[config.mk]
export PLATFORM = sky130hd
export DESIGN_NAME = uart_tx_arbiter
export DESIGN_NICKNAME = d
export VERILOG_FILES = /design/src/rtl/uart_tx_arbiter.sv
export SDC_FILE = /design/constraint.sdc
export NUM_CORES = 1
export LEC_CHECK = 0
export ABC_AREA = 1
export ABC_CLOCK_PERIOD_IN_PS = 4300
export CELL_PAD_IN_SITES_DETAIL_PLACEMENT = 1
export CELL_PAD_IN_SITES_GLOBAL_PLACEMENT = 1
export CORE_ASPECT_RATIO = 1.2
export CORE_MARGIN = 5
export CORE_UTILIZATION = 39
export CTS_CLUSTER_DIAMETER = 80
export CTS_CLUSTER_SIZE = 14
export DETAILED_ROUTE_END_ITERATION = 16
export GPL_TIMING_DRIVEN = 0
export PLACE_DENSITY_LB_ADDON = 0.1
export RECOVER_POWER = 50
export SLEW_MARGIN = 0
export SYNTH_ARGS = -nofsm -noshare
export SYNTH_HDL_FRONTEND = slang
export SYNTH_SLANG_ARGS = --single-unit
[constraint.sdc]
create_clock -name clk -period 4.3 [get_ports clk]
set_clock_uncertainty 0.1 [all_clocks]
set_input_delay 1.075 -clock clk [delete_from_list [all_inputs] [get_ports clk]]
set_output_delay 1.075 -clock clk [all_outputs]
set_load 0.02 [all_outputs]
[src/rtl/uart_tx_arbiter.sv]
// Round-robin byte arbiter in front of a single uart_tx transmitter, with an
// optional per-packet grant lock that is released by a timeout if the owner stalls.
module uart_tx_arbiter #(
  parameter int NUM_REQ      = 4,
  parameter int PKT_LOCK     = 1,
  parameter int LOCK_TIMEOUT = 1000000
) (
  input  logic                   clk,
  input  logic                   rst_n,
  input  logic [NUM_REQ-1:0]     req_valid,
  input  logic [8*NUM_REQ-1:0]   req_data,
  input  logic [NUM_REQ-1:0]     req_last,
  output logic [NUM_REQ-1:0]     req_ready,
  output logic [7:0]             tx_data,
  output logic                   tx_en,
  input  logic                   tx_rdy,
  output logic [NUM_REQ-1:0]     grant,
  output logic                   locked,
  output logic                   busy
);

  localparam int DATA_W = 8;
  localparam int IW     = $clog2(NUM_REQ);
  localparam int CW     = $clog2(LOCK_TIMEOUT + 1);

  localparam logic [1:0] IDLE  = 2'd0;
  localparam logic [1:0] ISSUE = 2'd1;
  localparam logic [1:0] GUARD = 2'd2;
  localparam logic [1:0] WAIT  = 2'd3;

  logic [1:0]         state;
  logic [IW-1:0]      ptr;
  logic [IW-1:0]      owner;
  logic [CW-1:0]      cnt;
  logic [NUM_REQ-1:0] eligible;
  logic [IW:0]        pick;
  logic [IW-1:0]      sel;
  logic               sel_any;
  logic               accept;
  logic               owner_stall;

  function automatic logic [NUM_REQ-1:0] onehot(input logic [IW-1:0] idx);
    logic [NUM_REQ-1:0] v;
    v      = '0;
    v[idx] = 1'b1;
    return v;
  endfunction

  function automatic logic [IW-1:0] next_idx(input logic [IW-1:0] idx);
    return (idx == IW'(NUM_REQ - 1)) ? '0 : idx + IW'(1);
  endfunction

  // Scan from the highest offset down so the nearest eligible index at or
  // above base is the one left in res; bit IW flags that something was found.
  function automatic logic [IW:0] rr_pick(input logic [NUM_REQ-1:0] elig,
                                          input logic [IW-1:0]      base);
    logic [IW:0] res;
    logic [IW:0] sum;
    res = '0;
    for (int k = NUM_REQ - 1; k >= 0; k--) begin
      sum = {1'b0, base} + (IW+1)'(k);
      if (sum >= (IW+1)'(NUM_REQ)) sum = sum - (IW+1)'(NUM_REQ);
      if (elig[sum[IW-1:0]]) res = {1'b1, sum[IW-1:0]};
    end
    return res;
  endfunction

  assign eligible    = locked ? (req_valid & grant) : req_valid;
  assign pick        = rr_pick(eligible, ptr);
  assign sel_any     = pick[IW];
  assign sel         = pick[IW-1:0];
  assign accept      = (state == IDLE) && tx_rdy && sel_any;
  assign owner_stall = locked && (state == IDLE) && !req_valid[owner];

  assign req_ready = accept ? onehot(sel) : '0;
  assign tx_en     = (state == ISSUE);
  assign busy      = (state != IDLE);

  always_ff @(posedge clk or negedge rst_n) begin
    if (!rst_n) begin
      state   <= IDLE;
      tx_data <= '0;
      grant   <= '0;
      locked  <= 1'b0;
      ptr     <= '0;
      owner   <= '0;
      cnt     <= '0;
    end else begin
      case (state)
        IDLE: begin
          if (accept) begin
            tx_data <= req_data[{sel, 3'b000} +: DATA_W];
            grant   <= onehot(sel);
            owner   <= sel;
            cnt     <= '0;
            state   <= ISSUE;
            if (PKT_LOCK != 0 && !req_last[sel]) begin
              locked <= 1'b1;
            end else begin
              locked <= 1'b0;
              ptr    <= next_idx(sel);
            end
          end else if (owner_stall) begin
            // Owner went quiet mid-packet: give everyone else a turn.
            if (cnt == CW'(LOCK_TIMEOUT - 1)) begin
              locked <= 1'b0;
              grant  <= '0;
              ptr    <= next_idx(owner);
              cnt    <= '0;
            end else begin
              cnt <= cnt + CW'(1);
            end
          end
        end
        ISSUE: state <= GUARD;
        // uart_tx may still show rdy=1 here, so this cycle never samples it.
        GUARD: state <= WAIT;
        WAIT: begin
          if (tx_rdy) begin
            state <= IDLE;
            if (!locked) grant <= '0;
          end
        end
        default: state <= IDLE;
      endcase
    end
  end

endmodule

==> impl_metrics.tcl, run 1 <==
set metrics [dict create \
    antenna_cells 0 \
    crit_path_end_kind "output port" \
    tightestPinTransition_ns 1.551 \
    slew_headroom_pct -3.419 \
    yosys-top-cells-count "nand2_1, inv_1, nor2_1" \
    h-tree-depth 2 \
    antenna_left 0 \
    dp.cells 543 \
    via_per_inst 5.122 \
    worst_hold_path.num_cells 2 \
    syn_area_um2 2764 \
    clkTransAtPathRegs_ns 0.08 \
    syn_inst 394 \
    cp_num_buf_inv 3 \
    nets 517 \
    ys_ff_latch 39 \
    synth_fp_nets 448 \
    clock_sinks 39 \
    die_width_um 86.85 \
    vias 2822 \
    async_reset_ff_share_pct 100.0 \
    global_route.usage.total_pct 20.07 \
    cts_setup_buffers 0 \
    drtIter0Drc 83 \
    synth_flop_cell "dfrtp_1" \
    r2r_setup_slack_ns 1.61 \
    r2r_cells 15 \
    grt_max_degree 28 \
    synth_compound_area_share_pct 12.27 \
    nFillCells 910 \
    min_from "tx_data[7]$_DFFE_PN0P_" \
    cts_tree "yes" \
    synthToLayoutAreaGrowth_pct 30.60 \
    hold_violations 0 \
    vdd_ir_drop_max_v 0.0005372 \
    synthMostInstantiatedCell "nand2_1" \
    synthMuxAreaShare_pct 0 \
    critPathKind "in -> out" \
    drt_wl_total_um 8301 \
    gr-total-overflow 0 \
    worstPathRequired_ns 3.12 \
    crit_chain "dlymetal6s2s_1 > nand3_1 > nand2_1 > nand2_1 > nand2_1 > nor2_1 > nand2_1 > nand3_2 > clkbuf_1 > nor2_2 > buf_2" \
    synth_top_family_by_area "simple AND/OR/NAND/NOR gates" \
    netlist.area_leader.share_pct 35.31 \
    outcome "complete, but fails checks" \
    core_um2 6854 \
    finalMaxSlewViolations 28 \
    row_count 33 \
    synth_edf_count 0 \
    violations "capacitance limit, slew limit" \
    power.density_nw_per_um2 669.9 \
    grt_pass1_vias 3097 \
    layout.cells.non_filler 551 \
    start_kind "input port" \
    holdPathEnd "tx_data[7]$_DFFE_PN0P_" \
    cts_root_buf "clkbuf_8" \
    r2r_end "ptr[1]$_DFFE_PN0P_" \
    synth_xor_area_share_pct 1.901 \
    die_area_um2 8878 \
    first_pass_iters 4 \
    numPortBuffers 61 \
    ys_warn_count 0 \
    arrival_ns 2.73 \
    pin_count 62 \
    synth_top_cell_by_area "dfrtp_1" \
    cts_made_buffers 5 \
    layout-drive-gt1-share_pct 10.78 \
    crit_path_top_delay_cell "clkbuf_1" \
    p_leak_nw 1.727 \
    finalCritPeriodShare_pct 90.91 \
    grt_first_pass_wirelength_um 14260 \
    setup_violations 0 \
    hpwl_um 6606 \
    synthTopCellsByArea "dfrtp_1, nand2_1, inv_1, nor2_1, nand3_1" \
    clk_path_buf_depth 2 \
    start_util_pct 40.32 \
    fmax_mhz 255.8 \
    min_period_ns 3.909 \
    max_cap_violations 1 \
    worstReg2RegStart "locked$_DFFE_PN0P_" \
    clk_latency_ns 0.29 \
    synthSimpleGateAreaFrac_pct 32.68 \
    cp_max_fo 10 \
    wl_per_cell_um 15.07 \
    cpMostUsedCell "nand2_1" \
    hold_class "reg -> reg" \
    syn_avg_cell_area_um2 7.015 \
    gp_congestion 0.8613 \
    crit_path_max_incr_delay_ns 0.55 \
    synth_fa_ha_area_share_pct 4.980 \
    critPathTopFamily "buffers and inverters" \
    synth-seq-area-share_pct 35.31 \
    antenna_found_initial 0 \
    dieHeight_um 102.2 \
    rsz0062_at_grt "no" \
    drc 0 \
    ys_types 32 \
    hold_ws_ns 0.3868 \
    hold_buffers 0 \
]
-- cell usage in the layout (no fill, tap or decap), types with 11 or more instances in the layout --
cell              n
clkdlybuf4s50_1  47
nand2_1          98
nand3_1          30
inv_1            56
nor2_1           37
o21ai_0          12
o21ai_1          21
nor3_1           11
ha_1             11
dfrtp_1          39
-- per-stage QoR --
step | util (%) | area, um2 | setup WS, ns | total power [mW] | TNS (ns)
6_report | 52.67 | 3610 | 0.3911 | 2.418 | 0
3_5_place_dp | 51.04 | 3498 | -0.5337 | 2.131 | -2.013
5_1_grt | 52.67 | 3610 | 0.2067 | 2.667 | 0
3_3_place_gp | 50.82 | 3483 | -0.5265 | 2.070 | -2.004
4_1_cts | 52.56 | 3602 | 0.01095 | 2.435 | 0
2_1_floorplan | - | 2764 | 0.7184 | 1.632 | 0
-- timing repair --
item	in CTS	in global routing
setup endpoints to repair	4	4
gates resized for setup	24	11
pin swaps	0	0
hold endpoints to repair	0	0
-- power by group --
| part | switching [mW] | leakage (nW) | internal [mW] |
|---|---|---|---|
| combinational | 0.976 | 1.17 | 0.574 |
| sequential | 0.0979 | 0.510 | 0.489 |
| clock | 0.136 | 0.0505 | 0.146 |
| total | 1.21 | 1.73 | 1.21 |
-- area by class of cell --
| class | count | area, um2 | share of cell area (%) |
|---|---|---|---|
| clock buffers | 7 | 96.34 | 2.669 |
| well taps | 87 | 108.9 | 3.016 |
| flip-flops and latches | 39 | 975.9 | 27.04 |
| multi-input cells | 279 | 1455 | 40.31 |
| inverters | 65 | 259.0 | 7.175 |
| repair buffers | 62 | 609.3 | 16.88 |
| plain buffers | 11 | 97.59 | 2.704 |
| clock inverters | 1 | 7.507 | 0.2080 |
-- state kept, by name, summed over array words and instances, names as in the netlist --
name,flops
cnt,20
grant,4
locked,1
owner,2
ptr,2
state,2
tx_data,8
-- worst min-delay path: stages, from the launching register on --
cell and delay [ns]:
dfrtp_1 0.35, nand2_1 0.05, nand2_1 0.05
-- routing by layer --
metal	GRT usage, %	up-vias	part of all wire (%)
met3	4.113	13	4.5
met2	36.76	60	52
met1	22.63	1349	41
met4	7.674	0	2.3
met5	0	-	0
li1	-	1400	-
-- cell families after synthesis --
kind of cell	count (synthesis)
xor gates and xnor gates	6
buffers and inverters	76
AOI/OAI and AO/OA	57
adders and majority gates	11
DFF	39
and+or+nand+nor	205
-- worst max path at each step --
stage | startpoint | end | slack, ns | cells past startpoint
global route | req_valid[0] | req_ready[2] | 0.21 | 11
finish | req_valid[0] | req_ready[2] | 0.39 | 11
global placement | req_valid[1] | req_ready[0] | -0.53 | 16
floorplan | req_valid[3] | req_ready[2] | 0.72 | 14
detailed placement | req_valid[3] | req_ready[2] | -0.53 | 16
CTS | req_valid[3] | req_ready[1] | 0.01 | 15
No activity file was read; power rests on OpenSTA's default activity.
==> run 2, diff against run 1 <==
Settings changed: MAX_ROUTING_LAYER set to met4.
==> run 2 against run 1 <==
The run still ends with capacitance limit, slew limit left; sequential share of layout area unchanged; sequential cell count unchanged; first-iteration DRC count rose by 3.6%; utilization did not move; non-clock buffer count stayed put; critical endpoint unchanged; highest routed layer unchanged.
==> impl_metrics.tcl, run 2 (same netlist as run 1, synthesis figures left out) <==
set metrics [dict create \
    start_kind "input port" \
    finalMaxSlewViolations 28 \
    vdd_ir_drop_max_v 0.0005380 \
    setup_violations 0 \
    setup_ws_ns 0.3914 \
    worstPathRequired_ns 3.12 \
    total_power_mw 2.417 \
    final_common_cell "nand2_1" \
    via_per_inst 5.103 \
    mostFrequentLayoutCells "nand2_1, inv_1, clkdlybuf4s50_1" \
    power.density_nw_per_um2 669.5 \
    nets 517 \
    grt_max_degree 28 \
    global_route.usage.total_pct 20.68 \
    drt_wl_total_um 8288 \
    tightestPinTransition_ns 1.545 \
    gr-total-overflow 0 \
    nFillCells 910 \
    slew_headroom_pct -2.969 \
    r2r_setup_slack_ns 1.61 \
    numPortBuffers 61 \
    hold_class "reg -> reg" \
    drc 0 \
    layout-drive-gt1-share_pct 10.78 \
    critPathTopFamily "buffers and inverters" \
    max_cap_violations 1 \
    gp_congestion 0.8752 \
    worst_hold_path.num_cells 2 \
    regMostFlops "cnt" \
    antenna_left 0 \
    pin_count 62 \
    top_regs "cnt: 20 flops, tx_data: 8 flops, grant: 4 flops" \
    antenna_found_initial 0 \
    arrival_ns 2.73 \
    rsz0062_at_grt "no" \
    crit_chain "dlymetal6s2s_1 > nand3_1 > nand2_1 > nand2_1 > nand2_1 > nor2_1 > nand2_1 > nand3_2 > clkbuf_1 > nor2_2 > buf_2" \
    dp_slack_ns -0.5337 \
    die_width_um 86.85 \
    start_util_pct 40.32 \
    cts_root_buf "clkbuf_8" \
    clock_sinks 39 \
    hpwl_um 6606 \
    finalCritPeriodShare_pct 90.90 \
    dieHeight_um 102.2 \
    violations "capacitance limit, slew limit" \
    first_pass_iters 4 \
    crit_path_end_kind "output port" \
    cp_num_buf_inv 3 \
    h-tree-depth 2 \
    antenna_cells 0 \
    critPathKind "in -> out" \
    largest_reg_flops 20 \
    cts_made_buffers 5 \
    drtIter0Drc 86 \
    utilization_pct 52.67 \
    crit_path_top_delay_cell "clkbuf_1" \
    grt_pass1_vias 3100 \
    min_from "tx_data[7]$_DFFE_PN0P_" \
    cp_max_fo 10 \
    fmax_mhz 255.8 \
    r2r_end "ptr[1]$_DFFE_PN0P_" \
    p_leak_nw 1.727 \
    crit_path_max_incr_delay_ns 0.55 \
    vias 2812 \
    clk_path_buf_depth 2 \
    core_um2 6854 \
    clkTransAtPathRegs_ns 0.08 \
    synthToLayoutAreaGrowth_pct 30.60 \
    hold_violations 0 \
    die_area_um2 8878 \
    worstReg2RegStart "locked$_DFFE_PN0P_" \
    cts_tree "yes" \
    r2r_cells 15 \
    min_period_ns 3.909 \
    layout.cells.non_filler 551 \
    dp.cells 543 \
    clk_latency_ns 0.29 \
    outcome "complete, but fails checks" \
    holdPathEnd "tx_data[7]$_DFFE_PN0P_" \
    hold_ws_ns 0.3867 \
    grt_first_pass_wirelength_um 14230 \
    wl_per_cell_um 15.04 \
    cpMostUsedCell "nand2_1" \
    row_count 33 \
]
[run 2: cell counts in the layout (fill, tap and decap cells not counted)]
No cell type changed its count.
[run 2: layout make-up]
type                    instances  area (um2)  area share (%)
repair buffers                 62       609.3           16.88
clock buffers                   7       96.34           2.669
flip-flops and latches         39       975.9           27.04
well taps                      87       108.9           3.016
clock inverters                 1       7.507          0.2080
multi-input cells             279        1455           40.31
inverters                      65       259.0           7.175
plain buffers                  11       97.59           2.704
[run 2: worst max-delay path by stage]
stage                  from  slack [ns]  depth (start not counted)            to
3_5_place_dp   req_valid[3]       -0.53                         16  req_ready[2]
4_1_cts        req_valid[3]        0.01                         15  req_ready[1]
2_1_floorplan  req_valid[3]        0.72                         14  req_ready[2]
3_3_place_gp   req_valid[1]       -0.53                         16  req_ready[0]
6_report       req_valid[0]        0.39                         11  req_ready[2]
5_1_grt        req_valid[0]        0.21                         11  req_ready[2]
[run 2: layer usage]
layer  GRT usage (%)  up-vias  share of wire (%)
met1           23.08     1336                 41
met2           36.76       62                 52
met4           7.674        0                2.3
li1                -     1399                  -
met5               -        -                  0
met3           3.387       15                3.9
[run 2: power breakdown]
part / leakage [nW] / internal [mW] / total, mW / switching, mW
registers: 0.510 / 0.489 / 0.587 / 0.0979
logic: 1.17 / 0.574 / 1.55 / 0.974
clock network: 0.0505 / 0.146 / 0.283 / 0.136
[run 2: worst register-to-register path: stages, from the launching register on]
cell and delay [ns]:
dfrtp_1 0.49, nand2_1 0.12, nand3_1 0.08, nand2_1 0.08, nand2_1 0.10, nand2_1 0.09
nor2_1 0.11, nand2_1 0.09, nand3_2 0.10, clkbuf_1 0.55, inv_4 0.13, clkbuf_1 0.27
nand2_1 0.11, nand2_1 0.05, nand3_1 0.07, nand2_1 0.05
[run 2: repair_timing]
action | 4_1_cts | 5_1_grt
buffers inserted | 0 | 0
hold buffers | 0 | 0
setup endpoints to repair | 4 | 4
resized for setup | 24 | 11
[run 2: through the flow]
| stage | TNS [ns] | instance area (um2) |
|---|---|---|
| floorplan | 0 | 2764 |
| detailed placement | -2.013 | 3498 |
| finish | 0 | 3610 |
| global placement | -2.004 | 3483 |
| global route | 0 | 3610 |
| CTS | 0 | 3602 |
